===== config.mk =====
export PLATFORM = sky130hd
export DESIGN_NAME = uart_rx
export DESIGN_NICKNAME = d
export VERILOG_FILES = /design/src/rtl/uart_pkg.sv /design/src/rtl/uart_sync.sv /design/src/rtl/uart_rx.sv
export SDC_FILE = /design/constraint.sdc
export NUM_CORES = 1
export LEC_CHECK = 0
export CORE_ASPECT_RATIO = 0.5
export CORE_MARGIN = 2
export CORE_UTILIZATION = 50
export DETAILED_ROUTE_END_ITERATION = 8
export PLACE_DENSITY = 0.73
export SETUP_SLACK_MARGIN = 0.5
export SLEW_MARGIN = 20
export SYNTH_ARGS = -nofsm -noshare
export SYNTH_HDL_FRONTEND = slang
export SYNTH_SLANG_ARGS = --single-unit

===== constraint.sdc =====
create_clock -name clk -period 3.6 [get_ports clk]
set_input_delay 0.72 -clock clk [delete_from_list [all_inputs] [get_ports clk]]
set_output_delay 0.72 -clock clk [all_outputs]
set_load 0.005 [all_outputs]

===== src/rtl/uart_pkg.sv =====
// uart_pkg: types and default constants shared by the UART transmitter and receiver
//   state_t    : IDLE, START, DATA, STOP
//   OVERSAMPLE : default tick_os pulses per bit period
//   DATA_BITS  : default data bits per frame
package uart_pkg;
  typedef enum logic [1:0] {IDLE, START, DATA, STOP} state_t;
  localparam int OVERSAMPLE = 16;
  localparam int DATA_BITS = 8;
endpackage


===== src/rtl/uart_sync.sv =====
// uart_sync: N-flop synchronizer for an asynchronous single-bit input
//   clk : system clock
//   rst : asynchronous active-low reset, loads RST_VAL into every flop
//   d   : asynchronous input
//   q   : synchronized output
module uart_sync #(
  parameter int N = 2,
  parameter logic RST_VAL = 1'b1
) (
  input  logic clk,
  input  logic rst,
  input  logic d,
  output logic q
);
  logic [N-1:0] ff;
  always_ff @(posedge clk or negedge rst)
    if (!rst) ff <= {N{RST_VAL}};
    else ff <= {ff[N-2:0], d};
  assign q = ff[N-1];
endmodule


===== src/rtl/uart_rx.sv =====
// uart_rx: oversampled UART receiver, start + count data bits (LSB first) + stop
//   clk        : system clock
//   rst        : asynchronous active-low reset
//   tick_os    : one-clk pulse at OVERSAMPLE x baud rate
//   rx         : asynchronous serial line, idles high
//   data_out   : last correctly framed word
//   data_valid : one-clk pulse when data_out updates
//   frame_err  : one-clk pulse when the stop bit is sampled low
//   busy       : receiver is inside a frame
module uart_rx import uart_pkg::*; #(
  parameter int count = uart_pkg::DATA_BITS,
  parameter int OVERSAMPLE = uart_pkg::OVERSAMPLE
) (
  input  logic             clk,
  input  logic             rst,
  input  logic             tick_os,
  input  logic             rx,
  output logic [count-1:0] data_out,
  output logic             data_valid,
  output logic             frame_err,
  output logic             busy
);
  localparam int TW = $clog2(OVERSAMPLE);
  localparam int BW = count > 1 ? $clog2(count) : 1;
  localparam logic [TW-1:0] T_HALF = TW'(OVERSAMPLE / 2 - 1);
  localparam logic [TW-1:0] T_LAST = TW'(OVERSAMPLE - 1);
  localparam logic [BW-1:0] B_LAST = BW'(count - 1);
  state_t state, state_n;
  logic rx_s, rx_prev;
  logic [TW-1:0] tick_cnt, tick_n, tick_inc;
  logic [BW-1:0] bit_cnt, bit_n;
  logic [count-1:0] shreg, sh_n, dout_n;
  logic dv_n, fe_n;
  uart_sync #(.N(2), .RST_VAL(1'b1)) u_sync (
    .clk(clk),
    .rst(rst),
    .d(rx),
    .q(rx_s)
  );
  assign busy = state != IDLE;
  assign tick_inc = tick_cnt == T_LAST ? '0 : tick_cnt + 1'b1;
  always_ff @(posedge clk or negedge rst)
    if (!rst) begin
      state <= IDLE;
      rx_prev <= 1'b1;
      tick_cnt <= '0;
      bit_cnt <= '0;
      shreg <= '0;
      data_out <= '0;
      data_valid <= 1'b0;
      frame_err <= 1'b0;
    end else begin
      state <= state_n;
      rx_prev <= rx_s;
      tick_cnt <= tick_n;
      bit_cnt <= bit_n;
      shreg <= sh_n;
      data_out <= dout_n;
      data_valid <= dv_n;
      frame_err <= fe_n;
    end
  // Start is timed to the middle of the start bit; from there every
  // OVERSAMPLE ticks lands in the middle of the next bit, so DATA and STOP
  // sample at the counter's terminal value. STOP returns to IDLE at mid
  // stop bit so an immediately following start edge is still caught.
  always_comb begin
    state_n = state;
    tick_n = tick_cnt;
    bit_n = bit_cnt;
    sh_n = shreg;
    dout_n = data_out;
    dv_n = 1'b0;
    fe_n = 1'b0;
    case (state)
      IDLE:
        if (rx_prev && !rx_s) begin
          state_n = START;
          tick_n = '0;
        end
      START:
        if (tick_os) begin
          if (tick_cnt == T_HALF) begin
            state_n = rx_s ? IDLE : DATA;
            tick_n = '0;
            bit_n = '0;
          end else tick_n = tick_cnt + 1'b1;
        end
      DATA:
        if (tick_os) begin
          tick_n = tick_inc;
          if (tick_cnt == T_LAST) begin
            sh_n = {rx_s, shreg[count-1:1]};
            state_n = bit_cnt == B_LAST ? STOP : DATA;
            bit_n = bit_cnt == B_LAST ? '0 : bit_cnt + 1'b1;
          end
        end
      STOP:
        if (tick_os) begin
          tick_n = tick_inc;
          if (tick_cnt == T_LAST) begin
            state_n = IDLE;
            dout_n = rx_s ? shreg : data_out;
            dv_n = rx_s;
            fe_n = !rx_s;
          end
        end
      default: state_n = IDLE;
    endcase
  end
endmodule


Word level (Yosys, flattened, before mapping). Cells that the tools add are included.

Bits in registers: 30. Bits of input ports: 4. Output and inout bits: 11. Logic and storage cells: 64.

$add $sub $neg: 2. Equal/unequal tests: 14. Multiplexer cells: 28. Reduce and logical (&&, ||, !) cells: 11.

Operators by type and width (number): two-way mux 4 bit (5); two-way mux 2 bit (8); two-way mux 3 bit (5); != test 2 bit, second input constant (7); case mux 4 bit (3 select lines) (1); case mux 2 bit (4 select lines) (1); two-way mux 1 bit (7); AND reduction 7 bit (1); case mux 3 bit (2 select lines) (1); AND reduction 3 bit (2); AND reduction 5 bit (1); adder 4 x 1 -> 4 bit, second input constant (1); == test 2 bit, second input constant (2); == test 4 x 3 -> 1 bit, second input constant (1); == test 4 bit, second input constant (1); AND reduction 4 bit (1); nonzero test 2 bit (2); adder 3 x 1 -> 3 bit, second input constant (1); == test 3 bit, second input constant (1); == test 2 x 1 -> 1 bit, second input constant (1); zero test 2 bit (1); != test 2 x 1 -> 1 bit, second input constant (1); OR reduction 2 bit (1); logical AND 1 bit (1); zero test 1 bit (1).

Logic depth before layout (Yosys ltp). Gate-level depths: netlist of run 1.

Depth after elaboration: 5. Depth in mapped cells: 5. Mapped depth without buffers: 5.

Modules after synthesis. A second synthesis of run 1 with hierarchy kept.

Cell total of the unflattened synthesis: 101. Area total of the unflattened synthesis: 1336.3 um^2.

Modules (own cells, without submodules): uart_rx (instances 1, cells an instance 99, area an instance 1283.7 um^2); uart_sync (instances 1, cells an instance 2, area an instance 52.6 um^2).

Worst setup path after synthesis of run 1. No wires, ideal clock.

Path kind: input-to-reg. From: in tick_os. To: reg data_out[0]. Setup time: 127 ps. Data arrival time: 1564 ps. Required time: 3473 ps. Slack: 1908 ps. Cell stages on the path: 4. Buffers on the path: 1. Cells stage by stage: and4_4 and4_1 buf_6 mux2_1.

Cells in the longest elaborated chain, start to end: 1.

RTL lines: start: declaration (RTL line uart_rx.sv:16) `input logic tick_os,`; AND reduction 4 bit (no line); end signal: assignment (RTL line uart_rx.sv:58) `data_out <= dout_n;`; end: declaration (RTL line uart_rx.sv:18) `output logic [count-1:0] data_out,`.

No other way between the ends. A chain may end at the register's enable or synchronous reset.

Final worst setup path of run 1.
From: reg state[0]. To: out busy.

Cells in the longest elaborated chain, start to end: 1.

RTL lines: start: declaration (RTL line uart_rx.sv:28) `state_t state, state_n;`; start signal: assignment (RTL line uart_rx.sv:53) `state <= state_n;`; nonzero test 2 bit (RTL line uart_rx.sv:40) `assign busy = state != IDLE;`; end: declaration (RTL line uart_rx.sv:21) `output logic busy`.

No other way between the ends.

==> results of run 1 <==
## area by class of cell
| cell class | count | area [um2] | share of cell area [%] |
|---|---|---|---|
| sequential | 30 | 754.5 | 47.04 |
| clock inverter | 2 | 60.06 | 3.744 |
| timing repair buffer | 15 | 147.6 | 9.204 |
| multi-input combinational | 60 | 501.7 | 31.28 |
| tap | 37 | 46.29 | 2.886 |
| inverter | 3 | 11.26 | 0.7020 |
| clock buffer | 6 | 82.58 | 5.148 |
## cells by family after synthesis
logic type,share of synthesized area (%)
flip-flops,57.76
AND/OR/NAND/NOR,11.02
AO/OA/AOI/OAI,9.196
multiplexers,14.65
buffers and inverters,3.831
adder cells (fa/ha/maj),2.874
XOR/XNOR,0.6706
## stage by stage
step	hold WS (ps)	instance area, um2
3_5_place_dp	352.8	1461
4_1_cts	362.0	1604
6_report	360.3	1604
2_1_floorplan	345.2	1306
3_3_place_gp	345.8	1461
5_1_grt	367.6	1604
## flip-flops by register name (all words and copies together) (netlist names), named ones only
| signal | count |
|---|---|
| state | 1 |
| rx_prev | 1 |
| u_sync.ff | 2 |
| bit_cnt | 3 |
| frame_err | 1 |
| shreg | 8 |
| data_out | 8 |
| data_valid | 1 |
| tick_cnt | 4 |
## where the power goes
part	internal, mW	total (mW)	switching (mW)
Sequential	0.374	0.449	0.0749
Clock	0.295	0.420	0.125
Combinational	0.0646	0.131	0.0660
Total	0.733	0.999	0.266
## cells in the final DEF, fill, tap and decap left out, types with 3 or more instances in the layout
cell,n
clkbuf_8,6
clkdlybuf4s50_1,14
dfrtp_1,27
dfstp_2,3
ha_1,3
mux2_1,17
nand2_1,4
nand3_1,5
o21ai_1,5
## Yosys cell counts
| master | count |
|---|---|
| a211oi_2 | 1 |
| a221o_1 | 1 |
| a22o_1 | 2 |
| a31oi_1 | 2 |
| and3_1 | 2 |
| and3b_1 | 1 |
| and4_1 | 1 |
| and4_4 | 1 |
| buf_2 | 1 |
| buf_4 | 1 |
| buf_6 | 2 |
| clkbuf_1 | 1 |
| dfrtp_1 | 27 |
| dfstp_2 | 3 |
| ha_1 | 3 |
| inv_1 | 2 |
| inv_2 | 1 |
| mux2_1 | 17 |
| nand2_1 | 4 |
| nand2b_1 | 1 |
| nand3_1 | 5 |
| nand4_1 | 1 |
| nor2_1 | 1 |
| nor3b_1 | 1 |
| nor3b_2 | 1 |
| nor4_1 | 1 |
| o2111ai_1 | 1 |
| o211ai_1 | 1 |
| o21a_1 | 1 |
| o21ai_0 | 2 |
| o21ai_1 | 5 |
| o311ai_1 | 1 |
| or2_2 | 1 |
| or4b_4 | 1 |
| xor2_1 | 1 |
## path summary, 6_finish.rpt
kind / endpoint / slack [ps] / depth (start not counted)
worst max-delay path: busy / 1230 / 2
max in group asynchronous: u_sync.ff[1]$_DFF_PN1_ / 2470 / 2
worst min-delay path: u_sync.ff[1]$_DFF_PN1_ / 360 / 0
worst max register to register: shreg[0]$_DFFE_PN0P_ / 1590 / 4
worst min register to register: u_sync.ff[1]$_DFF_PN1_ / 360 / 0
min in group asynchronous: tick_cnt[2]$_DFFE_PN0P_ / 820 / 2
## worst max-delay path: cells and delay by family (launching register included)
kind / cells / cell delay, ps
flip-flops: 1 / 560
buffers and inverters: 1 / 450
AND/OR/NAND/NOR: 1 / 370
## routing by layer
metal	wire [um]	up-vias	global-route usage (%)
li1	-	392	-
met1	1015	392	19.57
met2	909	21	24.12
met3	97	0	6.081
met4	0	0	5.455
met5	0	-	0
==> flow_results.org, run 1 <==
** STA
- The final max-slew violation count came to 0.
- The count of endpoints failing hold in the final timing report was 0.
- Sum Neg Setup Slack :: 0 ps
- Once routing completed, OpenROAD measured the worst setup slack at 1230 ps.
- Post-layout min period :: 2370 ps
- Setup repair after global routing left no endpoint under its margin.
- Normalized max-slew margin :: 50.01%
- Worst Clk Skew :: 5.409 ps
- Max frequency :: 0.4220 GHz
- Worst Tran Pin Value :: 746.5 ps
- Final period utilization :: 65.82%
- Setup violations remaining at the end of the flow were counted as 0.

** Global routing
- In the global route stage, overall resource usage came out at 15.20%.
- The initial antenna violation count came to 0.
- The first global-routing pass estimated 3456 um of wire.
- The total overflow left after global routing is 0.
- Pin count of the biggest net entering global routing :: 31
- Via count of the first global-routing pass :: 719

** Finish
- In the final design database the tool counted 122 nets.
- Filler cell count :: 215
- Measured on the finished design, the core utilization comes to 63.21%.
- Antenna diode count :: 0
- Once layout is complete, the cells apart from fillers number 153.
- Share of cells above drive strength 1 :: 15.52%
- Compared with the post-synthesis result, the final layout area differs by 22.80%.

** Logic synthesis
- The synthesized design contains 30 register bits.
- Cell type with the highest aggregate area in the netlist :: dfrtp_1
- After synthesis, the largest area contributor takes up 51.72% of total cell area.
- In the synthesized netlist, the number of instances is 98.
- Number of warnings reported in the yosys synthesis log :: 0
- Sequential-to-total area share from yosys stat :: 57.76%
- The synthesized netlist occupies a cell area of 1306 um2.
- Post-synth cell types :: 35
- Each instance of the synthesized netlist takes up on average 13.33 um2.
- When the netlist entered floorplanning its net count stood at 105.
- By area the synthesized netlist is led by dfrtp_1, mux2_1, dfstp_2.

** Placement
- Final weighted congestion of routability-driven global placement :: 0.8088
- Before CTS, the worst setup slack after placement is 949.9 ps.
- Number of input and output port buffers inserted :: 14
- The wire-length estimate of the detail-placed layout is 1314 um.
- Placed Cells incl. Taps :: 145

** Power and ir drop
- Reported leakage power :: 0.7636 nW
- Total power divided by cell area :: 622.8 nW/um2
- Final Power :: 0.9990 mW
- VDD IR max :: 0.0003360 V

** Floorplan
- Pin placement for this block handled 15 I/O pins.
- The die is 76.29 um wide.
- The initialized floorplan defines 13 standard-cell rows.
- Area enclosed by the die boundary :: 3062 um2
- In this run the standard cell core region covers 2537 um2.
- From bottom edge to top edge, the die measures 40.14 um.
- For this configuration, the core starts out at a cell density of 51.48%.

** Flow run
- The tool flagged a number of max-cap violations equal to 0.

** CTS
- CTS-repair resized insts :: 0
- TritonCTS clock tree :: done
- After clock tree synthesis, the setup repair step added 0 buffers.
- Inserted Clock Buffers :: 5
- Clock-pin slew reported for the worst setup and hold paths after clock tree synthesis :: 60 ps
- Clock latency on the worst-skew pair, taken at its later pin, is 270 ps.
- After clock tree synthesis, the flow added hold-fix buffers numbering 0.
- CTS Root Cell :: clkbuf_8
- H-tree depth :: 2
- CTS sink cnt :: 30
- In this run the deepest clock path goes through 2 buffers.

** Detailed routing
- The first detailed-routing pass ran for 4 iterations.
- In this run the remaining antenna-violating nets after routing total 0.
- For this block, the via count after detailed routing is 805.
- Using the TritonRoute via totals, the vias-per-cell ratio works out to 5.261.
- Dividing the detail-routed wire length by the instance count gives 13.22 um.
- DRC :: 0
- In this run, the number of DRC markers left after iteration 0 of detailed routing was 25.
- Wire length reported by the detailed router :: 2022 um

** Setup path
- The startpoint identified for the worst register-to-register timing path is tick_cnt[0]$_DFFE_PN0P_.
- Setup crit start kind :: flop
- STA classifies the critical path endpoint as an output port.
- Traced cell by cell, the critical path runs through or2_2, clkdlybuf4s50_1.
- Arrival time of the worst setup path :: 1650 ps
- Category of the most critical setup path :: reg -> out
- Peak fanout along the critical path :: 17
- For the worst setup path, the data required time is 2880 ps.
- CP max-delay cell :: dfrtp_1
- Launching element of the worst setup path :: state[0]$_DFFE_PN0P_
- For this run, the slowest stage of the critical path takes 560 ps.

** Outcome
- Result of the run :: finished clean

** Min path
- The path class of the tightest hold or removal check is reg -> reg.
- Critical hold path startpoint :: u_sync.ff[0]$_DFF_PN1_
Note: power is estimated with default switching activity, not from simulation.
==> run 2, diff against run 1 <==
--- a/config.mk
+++ b/config.mk
@@ -7,9 +7,9 @@
 export LEC_CHECK = 0
 export CORE_ASPECT_RATIO = 0.5
 export CORE_MARGIN = 2
-export CORE_UTILIZATION = 50
+export CORE_UTILIZATION = 48
 export DETAILED_ROUTE_END_ITERATION = 8
-export PLACE_DENSITY = 0.73
+export PLACE_DENSITY = 0.74
 export SETUP_SLACK_MARGIN = 0.5
 export SLEW_MARGIN = 20
 export SYNTH_ARGS = -nofsm -noshare
==> constraint.sdc (replaced) <==
create_clock -name clk -period 2 [get_ports clk]
set_input_delay 0.4 -clock clk [delete_from_list [all_inputs] [get_ports clk]]
set_output_delay 0.4 -clock clk [all_outputs]
set_load 0.005 [all_outputs]
==> run 2 against run 1 <==
Compared with the run above:
- sequential share of layout area shrank 4.9 points
- global-route usage grew 2.2 points
- clock power grew 20%
- register-to-register slack lost 1200 ps
- die area grew 3.8%
- via count grew 14%
- total power grew 78%
- highest routed layer is now met4
==> flow_results.org, run 2 (synthesis results as in run 1) <==
** STA
- The slew at the pin closest to its max-slew limit was 396.5 ps (-350.0 ps).
- Max frequency :: 0.6184 GHz
- Final Setup Violations :: 0 (unchanged)
- Pins over their slew limit :: 0 (unchanged)
- Slack of the critical path :: 382.9 ps (-847.4 ps)
- Worst Clk Skew :: 4.940 ps (-0.4692 ps)
- Sum Neg Setup Slack :: 0 ps (unchanged)
- Normalized max-slew margin :: 73.39% (+23 points)
- After layout, the worst path uses 80.85% of the clock period.
- The post-route worst hold slack was 355.9 ps (-4.318 ps).
- Post-layout min period :: 1617 ps
- Total count of hold-check failures in the final report :: 0 (unchanged)
- Unrepaired setup endpoints after global routing :: true

** Global routing
- The global-route wire length before repair is 3850 um (+11%).
- Via count of the first global-routing pass :: 787 (+9.5%)
- Antenna violations before repair :: 0 (unchanged)
- Remaining global-route overflow :: 0 (unchanged)
- Pin count of the biggest net entering global routing :: 31 (unchanged)
- The overall fraction of global-route tracks in use was 17.43% (+2.2 points).

** Setup path
- In this run the worst setup path begins at tick_cnt[0]$_DFFE_PN0P_.
- The worst setup path is captured at a flop.
- Arrival time of the worst setup path :: 1780 ps (+130 ps)
- STA classifies the critical path startpoint as a flop.
- Peak fanout along the critical path :: 5 (-12)
- Category of the most critical setup path :: reg -> reg
- Required time of the critical path :: 2160 ps (-720 ps)
- The worst register-to-register path begins at tick_cnt[0]$_DFFE_PN0P_.

** Power and ir drop
- The highest ir drop seen on vdd was 0.0004952 V (+47%).
- Total power divided by cell area :: 991.3 nW/um2 (+59%)
- The leakage power of the design is 0.9254 nW (+21%).

** Min path
- Critical hold path startpoint :: u_sync.ff[0]$_DFF_PN1_
- The worst hold path belongs to the class reg -> reg.

** Detailed routing
- The count of TritonRoute iterations in the first routing pass came to 4 (unchanged).
- The post-detailed-routing wire length was 2628 um (+30%).
- The vias per cell came to 5.376 (+2.2%).
- The post-detailed-route count of antenna-violating nets was 0 (unchanged).
- Initial detailed-routing violation count :: 46 (+84%)
- Number of vias after detailed routing :: 914 (+14%)
- Avg WL per Cell :: 15.46 um (+17%)
- DRC :: 0 (unchanged)

** Finish
- Most frequent standard cell in the layout excluding fill and tap cells :: dfrtp_1
- Relative to the synthesized area, the layout overhead comes to 37.26%.
- The top cell types in the final layout, fill and taps aside, are dfrtp_1, mux2_4, buf_4, dlygate4sd2_1, mux2_1.
- Final non-filler cell total :: 170 (+11%)
- Nets :: 139 (+14%)
- In the final layout, the registers with the most flip-flops are data_out: 8 flops, shreg: 8 flops, tick_cnt: 4 flops.
- Share of cells above drive strength 1 :: 39.10% (+24 points)
- Antenna diode count :: 0 (unchanged)

** Floorplan
- Std-Cell Core Area :: 2586 um2 (+1.9%)
- IO Pins :: 15 (unchanged)
- Cell row count :: 13 (unchanged)
- Die height :: 40.89 um (+1.9%)
- Area enclosed by the die boundary :: 3180 um2 (+3.8%)
- Starting density of the core :: 50.51% (-0.97 points)
- The chip width was 77.78 um (+2.0%).

** Placement
- Final weighted congestion of routability-driven global placement :: 0.7351 (-9.1%)
- DP Worst Slack :: -15.67 ps (-965.6 ps)
- The number of I/O port buffers was 14 (unchanged).
- The half-perimeter wire length after placement is 1501 um (+14%).
- The number of cells after detailed placement came to 150 (+3.4%).

** CTS
- The H-tree depth was 2 (unchanged).
- The clock edge transition at the registers on the reported setup and hold paths is 70 ps (about the same).
- The insertion delay to the later sink of the worst-skew pair came to 280 ps (about the same).
- CTS sink cnt :: 30 (unchanged)
- Maximum number of buffers from clock root to sink :: 2 (unchanged)
- TritonCTS clock tree :: done
- Inserted Clock Buffers :: 5 (unchanged)
- The tree is rooted in a clkbuf_8.

** Outcome
- Result of the run :: finished clean

** Flow run
- The count of maximum capacitance violations came to 0 (unchanged).
run 2: changes by cell type in the layout (fill, tap and decap cells not counted), sizes merged:
cell | previous run | this run
dlymetal6s2s | 0 | 2
clkinv | 0 | 1
dlygate4sd2 | 0 | 9
clkinvlp | 0 | 1
clkdlybuf4s50 | 14 | 2
buf | 1 | 18
bufinv | 2 | 0
clkbuf | 6 | 7
run 2: per-layer routing:
layer / wire, um / GRT usage [%] / part of all wire [%] / vias to the layer above
met5: 0 / 0 / 0 / -
met4: 42 / 9.375 / 1.6 / 0
met3: 112 / 5.286 / 4.3 / 4
met2: 1268 / 29.53 / 48 / 25
met1: 1205 / 21.25 / 46 / 457
li1: - / - / - / 428
run 2: layout make-up:
| class | instances | area (um2) |
|---|---|---|
| clock buffers | 6 | 82.58 |
| repair buffers | 32 | 311.5 |
| clock inverters | 2 | 12.51 |
| multi-input cells | 60 | 573.1 |
| well taps | 37 | 46.29 |
| inverters | 3 | 11.26 |
| flip-flops and latches | 30 | 755.7 |
| fillers | 171 | 793.3 |
run 2: critical path, stage by stage (launching register included):
cell     delay [ps]
dfrtp_1         400
ha_4            160
and4_4          240
nor3b_4         240
buf_6           170
mux2_4          310
run 2: final timing paths:
check / cells past startpoint / endpoint / slack [ps]
hold / removal: 0 / u_sync.ff[1]$_DFF_PN1_ / 360
setup / recovery: 5 / shreg[6]$_DFFE_PN0P_ / 380
setup reg to reg: 5 / shreg[6]$_DFFE_PN0P_ / 380
hold reg to reg: 0 / u_sync.ff[1]$_DFF_PN1_ / 360
max in group asynchronous: 2 / rx_prev$_DFF_PN1_ / 1170
min in group asynchronous: 2 / data_out[0]$_DFFE_PN0P_ / 510
run 2: through the flow:
| step | power [mW] | instance area [um2] | utilization [%] |
|---|---|---|---|
| floorplan | 0.9982 | 1313 | - |
| detailed placement | 1.083 | 1518 | 58.68 |
| CTS | 1.660 | 1723 | 66.62 |
| finish | 1.777 | 1793 | 69.33 |
| global route | 1.878 | 1793 | 69.33 |
| global placement | 1.071 | 1518 | 58.68 |
run 2: power breakdown:
group	switching (mW)	internal (mW)	total, mW	leakage, nW
Combinational	0.246	0.263	0.509	0.483
Sequential	0.0868	0.676	0.763	0.395
Clock	0.229	0.276	0.505	0.0472
run 2: repair_timing:
| item | CTS | global route |
|---|---|---|
| pin swaps | 3 | 4 |
| endpoints found under the setup margin | 26 | 25 |
| hold buffers | 0 | 0 |
| buffers inserted | 8 | 4 |
| gates resized for setup | 26 | 11 |
==> run 3, diff against run 2 <==
--- a/config.mk
+++ b/config.mk
@@ -7,9 +7,9 @@
 export LEC_CHECK = 0
 export CORE_ASPECT_RATIO = 0.5
 export CORE_MARGIN = 2
-export CORE_UTILIZATION = 48
+export CORE_UTILIZATION = 50
 export DETAILED_ROUTE_END_ITERATION = 8
-export PLACE_DENSITY = 0.74
+export PLACE_DENSITY = 0.73
 export SETUP_SLACK_MARGIN = 0.5
 export SLEW_MARGIN = 20
 export SYNTH_ARGS = -nofsm -noshare
==> constraint.sdc (replaced) <==
create_clock -name clk -period 1.5 [get_ports clk]
set_input_delay 0.3 -clock clk [delete_from_list [all_inputs] [get_ports clk]]
set_output_delay 0.3 -clock clk [all_outputs]
set_load 0.005 [all_outputs]
==> run 3 against run 2 <==
Compared with the run above:
- the run now ends with setup timing left
- clock-buffer cell count is the same
- final area grew 12%
- final cell count grew 10%
- hold slack lost 34 ps
- clock power grew 37%
- largest cell class unchanged
- highest routed layer unchanged
==> flow_results.org, run 3 (synthesis results as in run 1) <==
** Min path
- Worst Hold Class :: in -> async

** Finish
- The total inserted antenna cells is 0 (unchanged).
- The top cell types in the final layout, fill and taps aside, are dfrtp_1, buf_4, mux2_4, buf_6, buf_2.
- The area growth from synthesis to layout is 53.83%.
- Nets :: 156 (+12%)
- The largest registers in the layout are data_out: 8 flops, shreg: 8 flops, tick_cnt: 4 flops.
- Share of cells above drive strength 1 :: 62.67% (+24 points)
- Leaving out fill and tap cells, the most frequent cell in the layout is dfrtp_1.

** STA
- The slew at the pin closest to its max-slew limit is 428.9 ps (+32.39 ps).
- Normalized max-slew margin :: 71.32% (-2.1 points)
- The count of endpoints failing hold in the final timing report came to 0 (unchanged).
- Pins over their slew limit :: 0 (unchanged)
- The period utilization came to 109.2% (+28 points).
- Setup repair after global routing could not meet its margin everywhere.
- Post-layout min period :: 1638 ps (+21.41 ps)
- Slack of the critical path :: -138.5 ps (-521.4 ps)
- The post-route clock skew is 4.659 ps (-0.2810 ps).
- Minimum hold slack :: 322.3 ps (-33.69 ps)
- The total of endpoints with negative setup slack in the final report is 18 (+18).
- The maximum operating frequency is 0.6103 GHz (-1.3%).

** Setup path
- The worst register-to-register path begins at tick_cnt[1]$_DFFE_PN0P_.
- Category of the most critical setup path :: reg -> reg
- In this run the critical register-to-register path is captured at data_out[5]$_DFFE_PN0P_.
- The slack of the worst reg-to-reg path was -140 ps (-520 ps).
- Peak fanout along the critical path :: 5 (unchanged)
- The worst setup path is launched from a flop.
- The worst setup path is captured at a flop.
- Max incr delay on CP :: 370 ps (-30 ps)
- CP max-delay cell :: dfrtp_1
- The cell that appears most often on the critical path is and4_4.
- Required time of the critical path :: 1660 ps (-500 ps)
- The data arrival time of the critical path is 1790 ps (about the same).
- The cell depth of the worst flop-to-flop path is 5 (unchanged).
- Traced cell by cell, the critical path runs through ha_2, and4_4, and4_4, buf_12, mux2_4.

** CTS
- The insertion delay to the later sink of the worst-skew pair is 280 ps (about the same).
- The buffer depth of the longest clock path was 2 (unchanged).
- The post-cts hold buffer count came to 0 (unchanged).
- The clock edge transition at the registers on the reported setup and hold paths came to 70 ps (about the same).
- CTS Root Cell :: clkbuf_8
- The H-tree depth came to 2 (unchanged).
- The number of buffers created by CTS is 5 (unchanged).
- The number of sinks on the clock net is 30 (unchanged).
- TritonCTS clock tree :: done

** Power and ir drop
- The power per standard cell area was 1353 nW/um2 (+36%).
- The highest ir drop seen on vdd was 0.0009243 V (+87%).
- The leakage power of the design was 0.9824 nW (+6.2%).

** Global routing
- Remaining global-route overflow :: 0 (unchanged)
- Global-route usage over all layers :: 21.34% (+3.9 points)
- The number of global-route vias before repair was 975 (+24%).
- Pin count of the biggest net entering global routing :: 24 (-23%)
- The global-route wire length before repair is 4719 um (+23%).
- The initial antenna violation count was 0 (unchanged).

** Floorplan
- The die area came to 3062 um2 (-3.7%).
- Starting density of the core :: 51.48% (+0.97 points)
- Cell row count :: 13 (unchanged)
- The chip width came to 76.29 um (-1.9%).
- The core footprint is 2537 um2 (-1.9%).
- The overall die height is 40.14 um (-1.8%).
- The top-level port count was 15 (unchanged).

** Placement
- HPWL Detailed :: 1711 um (+14%)
- The worst-case setup slack after placement came to -356.9 ps (-341.2 ps).
- The number of I/O port buffers was 14 (unchanged).
- Final weighted congestion of routability-driven global placement :: 0.8003 (+8.9%)

** Flow run
- Max-cap check violation count :: 0 (unchanged)

** Detailed routing
- The mean routed wirelength per cell came to 20.12 um (+30%).
- Number of vias after detailed routing :: 1025 (+12%)
- Via density per instance :: 5.481 (+1.9%)
- The post-detailed-route count of antenna-violating nets came to 0 (unchanged).
- The remaining routing DRC violations came to 0 (unchanged).
- Wire length reported by the detailed router :: 3763 um (+43%)
- The initial detailed-routing violation count is 93 (+100%).
- The count of TritonRoute iterations in the first routing pass is 4 (unchanged).

** Outcome
- The checks that failed: setup timing.
- The run finished, with violations left.
run 3: changes by cell type in the layout (fill, tap and decap cells not counted), sizes merged:
cell,before,now
buf,18,45
dlygate4sd2,9,0
dlymetal6s2s,2,0
clkdlybuf4s50,2,3
run 3: worst max-delay path, delay by kind of cell, from the launching register on:
| kind | cells | cell delay, ps |
|---|---|---|
| mux | 1 | 320 |
| fa+ha+maj | 1 | 190 |
| flops | 1 | 370 |
| buf+inv | 1 | 140 |
| simple gates | 2 | 490 |
run 3: metrics by stage:
step	instance area [um2]	power [mW]	util, %	instances	setup TNS [ps]
finish	2009	2.719	79.19	187	-1807
global route	2009	2.842	79.19	187	-2523
CTS	1849	2.515	72.88	178	-752.8
detailed placement	1637	1.621	64.50	163	-6365
global placement	1637	1.606	64.50	163	-5714
floorplan	1325	1.350	-	98	-485.1
run 3: power breakdown:
part | internal [mW] | total, mW | switching (mW)
Clock | 0.369 | 0.693 | 0.324
Sequential | 0.899 | 0.962 | 0.0637
Combinational | 0.547 | 1.06 | 0.517
run 3: metal layers:
layer / share of wire, % / track usage [%] / vias to the layer above / wire length [um]
met1: 46 / 25.14 / 535 / 1721
met3: 3.8 / 6.757 / 6 / 144
li1: - / - / 459 / -
met4: 1.7 / 12.73 / 0 / 63
met2: 49 / 36.73 / 25 / 1832
met5: 0 / 0 / - / 0
run 3: cell type report:
type                       count  area [um2]
clock inverter                 2       12.51
fill                         147       528.0
tap                           37       46.29
clock buffer                   6       82.58
timing repair buffer          49       441.7
sequential                    30       754.5
multi-input combinational     60       660.6
inverter                       3       11.26
run 3: what timing repair did:
action | in CTS | in global routing
buffers inserted | 7 | 8
pin swaps | 12 | 6
setup endpoints to repair | 38 | 38
resized for setup | 72 | 16
gates cloned | 0 | 1
run 3: worst max path at each step:
| stage | start | end | slack, ps | cells past startpoint |
|---|---|---|---|---|
| after detailed placement | tick_os | data_out[7]$_DFFE_PN0P_ | -360 | 5 |
| after global routing | tick_cnt[1]$_DFFE_PN0P_ | data_out[5]$_DFFE_PN0P_ | -160 | 5 |
| final | tick_cnt[1]$_DFFE_PN0P_ | data_out[5]$_DFFE_PN0P_ | -140 | 5 |
| after floorplan | tick_cnt[0]$_DFFE_PN0P_ | shreg[0]$_DFFE_PN0P_ | -30 | 5 |
| after global placement | tick_os | shreg[1]$_DFFE_PN0P_ | -320 | 5 |
| after CTS | tick_cnt[0]$_DFFE_PN0P_ | shreg[2]$_DFFE_PN0P_ | -60 | 5 |
==> variant, RTL diff (flow settings as in run 3) <==
Register the output `data_out` once more; this adds one clock of latency there. The other outputs are not delayed to match.
--- a/src/rtl/uart_rx.sv
+++ b/src/rtl/uart_rx.sv
@@ -26,4 +26,6 @@
   localparam logic [TW-1:0] T_LAST = TW'(OVERSAMPLE - 1);
   localparam logic [BW-1:0] B_LAST = BW'(count - 1);
+
+  logic [count-1:0] data_s0;
   state_t state, state_n;
   logic rx_s, rx_prev;
@@ -47,5 +49,5 @@
       bit_cnt <= '0;
       shreg <= '0;
-      data_out <= '0;
+      data_s0 <= '0;
       data_valid <= 1'b0;
       frame_err <= 1'b0;
@@ -56,5 +58,5 @@
       bit_cnt <= bit_n;
       shreg <= sh_n;
-      data_out <= dout_n;
+      data_s0 <= dout_n;
       data_valid <= dv_n;
       frame_err <= fe_n;
@@ -69,5 +71,5 @@
     bit_n = bit_cnt;
     sh_n = shreg;
-    dout_n = data_out;
+    dout_n = data_s0;
     dv_n = 1'b0;
     fe_n = 1'b0;
@@ -100,5 +102,5 @@
           if (tick_cnt == T_LAST) begin
             state_n = IDLE;
-            dout_n = rx_s ? shreg : data_out;
+            dout_n = rx_s ? shreg : data_s0;
             dv_n = rx_s;
             fe_n = !rx_s;
@@ -108,4 +110,8 @@
     endcase
   end
+  always_ff @(posedge clk) begin
+    data_out <= data_s0;
+  end
+
 endmodule
 
Formal check against the unedited RTL: same outputs for any inputs over 10 cycles, from zero or initial values and one cycle with rst low; that may be too few to reach the edited logic, so the function may still have changed.
==> variant against run 3 <==
The run still ends with negative setup slack left. Largest cell class unchanged. Setup slack better by 0.059 ns. Clock skew increased by 0.0013 ns. Critical endpoint is now shreg[1]. Synthesized cell count rose by 5.1%. Area after synthesis grew 11%. Core utilization up 1.1 points. Final cell count is 1.1% higher. Clock power increased by 57%. Wire length is 5.0% lower. Final area rose by 6.6%. Sequential cell count rose by 8. Power up 25%. First-iteration DRC count down 28%.
==> variant: results (changes against run 3) <==
* Status: finished with violations (unchanged)
* Failing checks: negative setup slack (unchanged)
* Global-route wire length before repair at 5.230 mm (was 4.719 mm)
* Synth async-reset ratio at 0.7895 (was 1.000)
* Worst slew margin at 0.6602 (was 0.7132)
* Post-route ant nets at 0 (unchanged)
* Worst VDD drop at 0.0008827 V (was 0.0009243 V)
* Syn_nets at 110 (was 105)
* Layout cells sized above 1 at 0.6053 (was 0.6267)
* Post-Route WL at 3.573 mm (was 3.763 mm)
* Critical path fanouts, max at 8 (was 5)
* Final setup margin at -0.07931 ns (was -0.1385 ns)
* Critical path data arrival time at 1.76 ns (was 1.79 ns)
* Worst r2r dst: shreg[1] (was data_out[5])
* Hold Path Class: register to register (was input pin to asynchronous set/reset pin)
* Worst Skew at 0.005955 ns (was 0.004659 ns)
* Post-layout net count at 158 (was 156)
* Share of the yosys chip area belonging to registers at 0.6313 (was 0.5776)
* Number of global-route vias before repair at 1013 (was 975)
* R2R Path Start: tick_cnt[0] (was tick_cnt[1])
* DR WL met2 at 1.790 mm (was 1.832 mm)
* GPL Wtd Cong at 0.7858 (was 0.8003)
* Met1 WL at 1.589 mm (was 1.721 mm)
* Met3 WL at 140 µm (was 144 µm)
* Top cells by area, synth: dfrtp_1, mux2_2, dfxtp_1 (was dfrtp_1, mux2_1, dfstp_2)
* Overall Global Routing Usage at 0.2172 (was 0.2134)
* DRT iter0 DRCs at 67 (was 93)
* Post-DP HPWL at 1.747 mm (was 1.711 mm)
* Yosys cell types at 30 (was 35)
* Largest net degree at the start of global routing at 31 (was 24)
* Vias/cell at 5.513 (was 5.481)
* Setup-failing EPs final at 21 (was 18)
* Lkg Pwr at 1.049 nW (was 0.9824 nW)
==> variant: layer usage <==
layer | global-route usage | vias up
li1 | - | 474
met1 | 0.3023 | 530
met2 | 0.3083 | 31
met3 | 0.07759 | 7
met4 | 0.09153 | 0
met5 | 0 | -
==> variant: cells by family after synthesis <==
kind of cell | Yosys count | share of synthesized area
and+or+nand+nor | 26 | 0.1192
buffers and inverters | 5 | 0.01468
muxes | 19 | 0.1477
AOI/OAI and AO/OA | 11 | 0.05528
adders and majority gates | 3 | 0.02591
xor gates and xnor gates | 1 | 0.006046
DFF | 38 | 0.6313
==> variant: worst max path at each step <==
stage | startpoint | endpoint | slack [ns]
2_1_floorplan | tick_cnt[0] | shreg[0] | -0.12
3_5_place_dp | tick_os | shreg[1] | -0.37
6_report | tick_cnt[0] | shreg[1] | -0.08
5_1_grt | tick_cnt[1] | shreg[1] | -0.12
4_1_cts | tick_cnt[1] | shreg[3] | -0.07
3_3_place_gp | tick_os | shreg[1] | -0.36
==> variant: repair_timing <==
| action | in CTS | in global routing |
|---|---|---|
| pin swaps | 13 | 5 |
| resized for setup | 74 | 12 |
| setup endpoints to repair | 38 | 38 |
| hold buffers | 0 | 0 |
| setup buffers | 5 | 4 |
==> variant: final cells by class <==
cell class	instances	area, µm²
clock buffer	6	82.58
tap	37	46.29
inverter	3	11.26
timing repair buffer	43	385.4
clock inverter	2	60.06
multi-input combinational	60	635.6
sequential	38	920.9
fill	152	525.5
==> variant: per-stage QoR <==
step | setup TNS, ns | setup WS, ns | hold slack, ns | cells | area (µm²)
4_1_cts | -0.8751 | -0.06939 | 0.3581 | 185 | 2068
2_1_floorplan | -0.9259 | -0.1157 | 0.004409 | 103 | 1484
3_5_place_dp | -5.305 | -0.3725 | 0.3472 | 172 | 1823
5_1_grt | -1.879 | -0.1233 | 0.3608 | 189 | 2142
3_3_place_gp | -5.224 | -0.3595 | 0.3462 | 172 | 1823
6_report | -1.107 | -0.07931 | 0.3577 | 189 | 2142
==> variant: worst max-delay path: stages, from the launching register on <==
cell and delay (ns):
dfrtp_1 0.36, ha_2 0.18, and4_4 0.23, nor3b_4 0.22
buf_12 0.17, mux2_4 0.30
==> variant: power by group <==
group	internal (mW)	total (mW)	switching, mW
Combinational	0.606	1.14	0.530
Clock	0.709	1.09	0.377
Sequential	1.11	1.18	0.0681
